$ cat src/rtl/stage_sequencer.sv
// Multi-cycle FETCH/DECODE/EXECUTE/MEMORY/WRITEBACK sequencer with retired-instruction count.
// Optional memory-ack timeout fault: define PILLAR_STAGE_TIMEOUT_EN.
module stage_sequencer #(
  parameter int CNT_W          = 32,
  parameter int TIMEOUT_CYCLES = 255
) (
  input  logic             clk,
  input  logic             reset,
  input  logic             imem_ack_i,
  input  logic             dmem_ack_i,
  input  logic             mem_op_i,
  input  logic             wb_op_i,
  input  logic             stall_i,
  input  logic             halt_i,
  output logic [2:0]       stage_o,
  output logic             imem_req_o,
  output logic             dmem_req_o,
  output logic             ir_we_o,
  output logic             rf_we_o,
  output logic             pc_we_o,
  output logic [CNT_W-1:0] retired_o,
  output logic             halted_o,
  output logic             err_o
);

  typedef enum logic [2:0] {
    S_FETCH     = 3'd0,
    S_DECODE    = 3'd1,
    S_EXECUTE   = 3'd2,
    S_MEMORY    = 3'd3,
    S_WRITEBACK = 3'd4,
    S_HALT      = 3'd7
  } stage_t;

  stage_t           state_reg, state_next;
  logic [CNT_W-1:0] retired_reg;
  logic             retire;
  logic             timeout_hit;

  if (TIMEOUT_CYCLES < 1) begin : g_bad_timeout
    $error("TIMEOUT_CYCLES must be at least 1");
  end

  always_comb begin
    state_next = state_reg;
    imem_req_o = 1'b0;
    dmem_req_o = 1'b0;
    ir_we_o    = 1'b0;
    rf_we_o    = 1'b0;
    pc_we_o    = 1'b0;
    retire     = 1'b0;
    case (state_reg)
      S_FETCH: begin
        imem_req_o = 1'b1;
        if (imem_ack_i) begin
          ir_we_o    = 1'b1;
          state_next = S_DECODE;
        end else if (timeout_hit) begin
          state_next = S_HALT;
        end
      end
      S_DECODE:  if (!stall_i) state_next = S_EXECUTE;
      S_EXECUTE: if (!stall_i) state_next = mem_op_i ? S_MEMORY : S_WRITEBACK;
      S_MEMORY: begin
        dmem_req_o = 1'b1;
        if (dmem_ack_i)       state_next = S_WRITEBACK;
        else if (timeout_hit) state_next = S_HALT;
      end
      S_WRITEBACK: begin
        if (!stall_i) begin
          rf_we_o    = wb_op_i;
          pc_we_o    = 1'b1;
          retire     = 1'b1;
          state_next = halt_i ? S_HALT : S_FETCH;
        end
      end
      S_HALT: state_next = S_HALT;
      default: state_next = S_FETCH;
    endcase
    // Reset abandons the instruction: nothing may leave the block this cycle.
    if (reset) begin
      imem_req_o = 1'b0;
      dmem_req_o = 1'b0;
      ir_we_o    = 1'b0;
      rf_we_o    = 1'b0;
      pc_we_o    = 1'b0;
      retire     = 1'b0;
    end
  end

  always_ff @(posedge clk) begin
    if (reset) begin
      state_reg   <= S_FETCH;
      retired_reg <= '0;
    end else begin
      state_reg <= state_next;
      if (retire) retired_reg <= retired_reg + 1'b1;
    end
  end

`ifdef PILLAR_STAGE_TIMEOUT_EN
  localparam int WAIT_W = $clog2(TIMEOUT_CYCLES + 1);

  logic [WAIT_W-1:0] wait_reg;
  logic              err_reg;
  logic              waiting;

  assign waiting     = (state_reg == S_FETCH  && !imem_ack_i) ||
                       (state_reg == S_MEMORY && !dmem_ack_i);
  // The current wait cycle is the TIMEOUT_CYCLES-th one; an ack this cycle still wins.
  assign timeout_hit = (wait_reg == WAIT_W'(TIMEOUT_CYCLES - 1));

  always_ff @(posedge clk) begin
    if (reset) begin
      wait_reg <= '0;
      err_reg  <= 1'b0;
    end else begin
      if (state_next != state_reg) wait_reg <= '0;
      else if (waiting)            wait_reg <= wait_reg + 1'b1;
      if (waiting && timeout_hit) err_reg <= 1'b1;
    end
  end

  assign err_o = err_reg;
`else
  assign timeout_hit = 1'b0;
  assign err_o       = 1'b0;
`endif

  assign stage_o   = state_reg;
  assign retired_o = retired_reg;
  assign halted_o  = (state_reg == S_HALT);

endmodule

$ cat config.mk
export PLATFORM = sky130hd
export DESIGN_NAME = stage_sequencer
export DESIGN_NICKNAME = d
export VERILOG_FILES = /design/src/rtl/stage_sequencer.sv
export SDC_FILE = /design/constraint.sdc
export NUM_CORES = 1
export LEC_CHECK = 0
export CAP_MARGIN = 20
export CORE_MARGIN = 2
export CORE_UTILIZATION = 48
export DETAILED_ROUTE_END_ITERATION = 6
export GPL_ROUTABILITY_DRIVEN = 0
export GPL_TIMING_DRIVEN = 0
export PLACE_DENSITY_LB_ADDON = 0.1
export SLEW_MARGIN = 10
export SYNTH_ARGS = -nofsm -noshare
export SYNTH_HDL_FRONTEND = slang
export SYNTH_SLANG_ARGS = --single-unit
$ cat constraint.sdc
create_clock -name clk -period 2.25 [get_ports clk]
set_input_delay 0.45 -clock clk [delete_from_list [all_inputs] [get_ports clk]]
set_output_delay 0.45 -clock clk [all_outputs]
set_load 0.05 [all_outputs]
==> flow_summary_export.csv <==
group,metric,value,unit
critical_path,end_kind,"register",
yosys,syn_area,0.00192,mm²
timing,final.setup_skew,0.00560,ns
routing,wl_per_cell,14.5,µm
placement,hpwl,3410,µm
power_and_ir_drop,comb_power_share,22.8,%
power_and_ir_drop,p_seq_share,46.4,%
layout,final_nets,302,
timing,max_freq,451,MHz
placement,dp.cells,331,
routing,route.detailed.vias_per_inst,5.81,
clock_network,cts_buffer_depth,2,
timing,fin_crit,2.22,ns
power_and_ir_drop,switching_share,32.0,%
yosys,yosysTopAreaCellShare,36.5,%
power_and_ir_drop,leakagePower,0.856,nW
timing,post-route-period-util,98.5,%
yosys,synth_top_area_cell,"dfxtp_1",
timing,final-hold-violation-count,0,
layout,n_antenna_cell,0,
yosys,synthFlopType,"dfxtp_1",
yosys,async_flop_share,0,%
timing,max_slew_margin,58.5,%
yosys,synth_cells,235,
power_and_ir_drop,power.total,0.00142,W
layout,multiInputGateArea,0.00122,mm²
timing,rsz0062_at_grt,"yes",
power_and_ir_drop,p_per_area,534,mW/mm²
placement,port_buffers,48,
routing,drtIter0Drc,147,
critical_path,path_class,"in -> reg",
critical_path,r2r_cells,6,
job,cap_violations,0,
clock_network,cts_hold_buf,0,
yosys,synth_enable_flop_cells,0,
routing,drt_wl_total,4950,µm
status,outcome,"completed",
yosys,synth_seq_cells,35,
layout,fillers,319,
routing,via_count,1987,
clock_network,htree_levels,2,
floorplan,start_util,51.2,%
yosys,synth.distinct_cells,42,
yosys,synth_common_cells,"dfxtp_1, a21oi_1, nor2_1",
global_route,grt_antenna_before_repair,0,
critical_path,worstPathMaxFanout,10,
min_path,min_path_cells,1,
clock_network,clock_latency,0.28,ns
floorplan,dieHeight,67.2,µm
routing,drc_errors,0,
power_and_ir_drop,switchingPower,0.000456,W
global_route,grt_max_degree,11,
yosys,yosys-top-cells-area,"dfxtp_1, a21oi_1, nand3_1",
timing,setup_violations,0,
layout,fin_cells,342,
floorplan,die_w,67.2,µm
critical_path,cp_data_required_time,2.46,ns
routing,top_layer_used,"met4",
routing,dr_wl_met3,233,µm
timing,worst_slew_pin_slew,0.617,ns
global_route,grt_pass1_vias,1692,
yosys,syn_nets,244,
power_and_ir_drop,p_int,0.000968,W
yosys,synth_most_common_cell,"dfxtp_1",
clock_network,cts.sinks,35,
critical_path,critPathLaunchType,"input port",
global_route,overflow,0,
clock_network,cts_tree,"done",
clock_network,cts-root-buf,"clkbuf_8",
routing,antenna_left,0,
yosys,synth.avg_cell_area,8.16,µm²
layout,syn2layout_area_growth,39.1,%
floorplan,ioPinCount,50,
global_route,grt_pass1_wl,7740,µm
yosys,ys_seq_area_share,36.5,%
routing,wl_met2,2220,µm
timing,drv_slew,0,
floorplan,core-area,0.00374,mm²
critical_path,cp_data_arrival_time,2.43,ns
yosys,ys_warn_count,0,
power_and_ir_drop,clock_power_share,30.8,%
layout,ff_latch_area,713,µm²
floorplan,dieArea,0.00452,mm²
routing,drtPass1Iterations,4,
layout,drive_gt1_share,18.7,%
timing,fin_hold_ws,0.477,ns
clock_network,clkTransAtPathRegs,0.07,ns
global_route,grt_usage,22.0,%
power_and_ir_drop,vdd_drop_max,0.510,mV
clock_network,cts_buffers,5,
min_path,holdCritPathClass,"reg -> reg",
routing,met1Wirelength,2450,µm
floorplan,fp-row-count,22,
timing,tns,0,ns
[cell usage in the layout, fill, tap and decap left out, drive strengths merged, types with 3 or more instances in the layout]
cell type / instances
and4: 4
dfxtp: 35
and2: 3
xor2: 6
clkdlybuf4s50: 41
nor4: 11
or4: 9
nand2b: 5
a21oi: 19
and3: 3
nor2: 16
buf: 12
clkbuf: 19
nand4: 7
or3b: 3
inv: 6
nand2: 15
or3: 9
nor2b: 5
o41ai: 4
o31ai: 9
nand4bb: 3
o21ai: 7
mux2: 5
nand3: 14
[cell type report]
type                       count  area share, %
clock inverter                 1          0.188
timing repair buffer          50           17.9
buffer                        18           3.61
tap                           48           2.25
inverter                       6          0.844
multi-input combinational    177           45.6
clock buffer                   7           2.86
sequential                    35           26.7
[metal layers]
layer	up-vias	track usage [%]
met3	4	4.50
met4	0	6.63
met2	59	33.4
met5	-	0
li1	998	-
met1	926	31.4
[metrics by stage]
stage	utilization (%)	area, µm²	setup slack [ns]
final	71.3	2670	0.0347
after global routing	71.3	2670	-0.0294
after CTS	70.1	2620	0.000122
after detailed placement	66.9	2510	-0.956
after global placement	66.9	2510	-0.923
after floorplan	-	1970	0.000172
[cell families after synthesis]
group	Yosys count	synth area share, %
simple gates	114	35.4
compound gates	45	14.5
flops	35	36.5
buf+inv	24	5.09
xor+xnor	8	3.65
mux	7	3.98
fa+ha+maj	1	0.652
other cells	1	0.196
[timing repair]
action | 4_1_cts | 5_1_grt
resized for setup | 39 | 14
setup endpoints to repair | 28 | 21
cloned | 0 | 1
pin swaps | 1 | 1
buffers inserted | 1 | 1
[worst paths after layout]
path	slack, ns	start	to
hold reg to reg	0.48	retired_o[31]	retired_o[31]
setup reg to reg	0.05	retired_o[4]	retired_o[26]
hold / removal	0.48	retired_o[31]	retired_o[31]
setup / recovery	0.03	stall_i	retired_o[25]
[worst max-delay path: stages]
cell             delay [ns]
clkdlybuf4s50_1        0.42
or3b_4                 0.41
or3_1                  0.38
buf_6                  0.16
or4_1                  0.46
a21oi_1                0.14
[power by group through the flow]
stage | Clock (W) | Combinational, W | Sequential (W)
2_1_floorplan | 0 | 0.000187 | 0.000715
3_3_place_gp | 0 | 0.000322 | 0.000673
3_5_place_dp | 0 | 0.000322 | 0.000672
4_1_cts | 0.000445 | 0.000323 | 0.000658
5_1_grt | 0.000480 | 0.000343 | 0.000663
6_report | 0.000438 | 0.000325 | 0.000660
[sequential cells by signal (all words and copies together), names as in the netlist]
| register | count |
|---|---|
| retired_o | 32 |
| stage_o | 3 |
(Power assumes the default switching activity.)
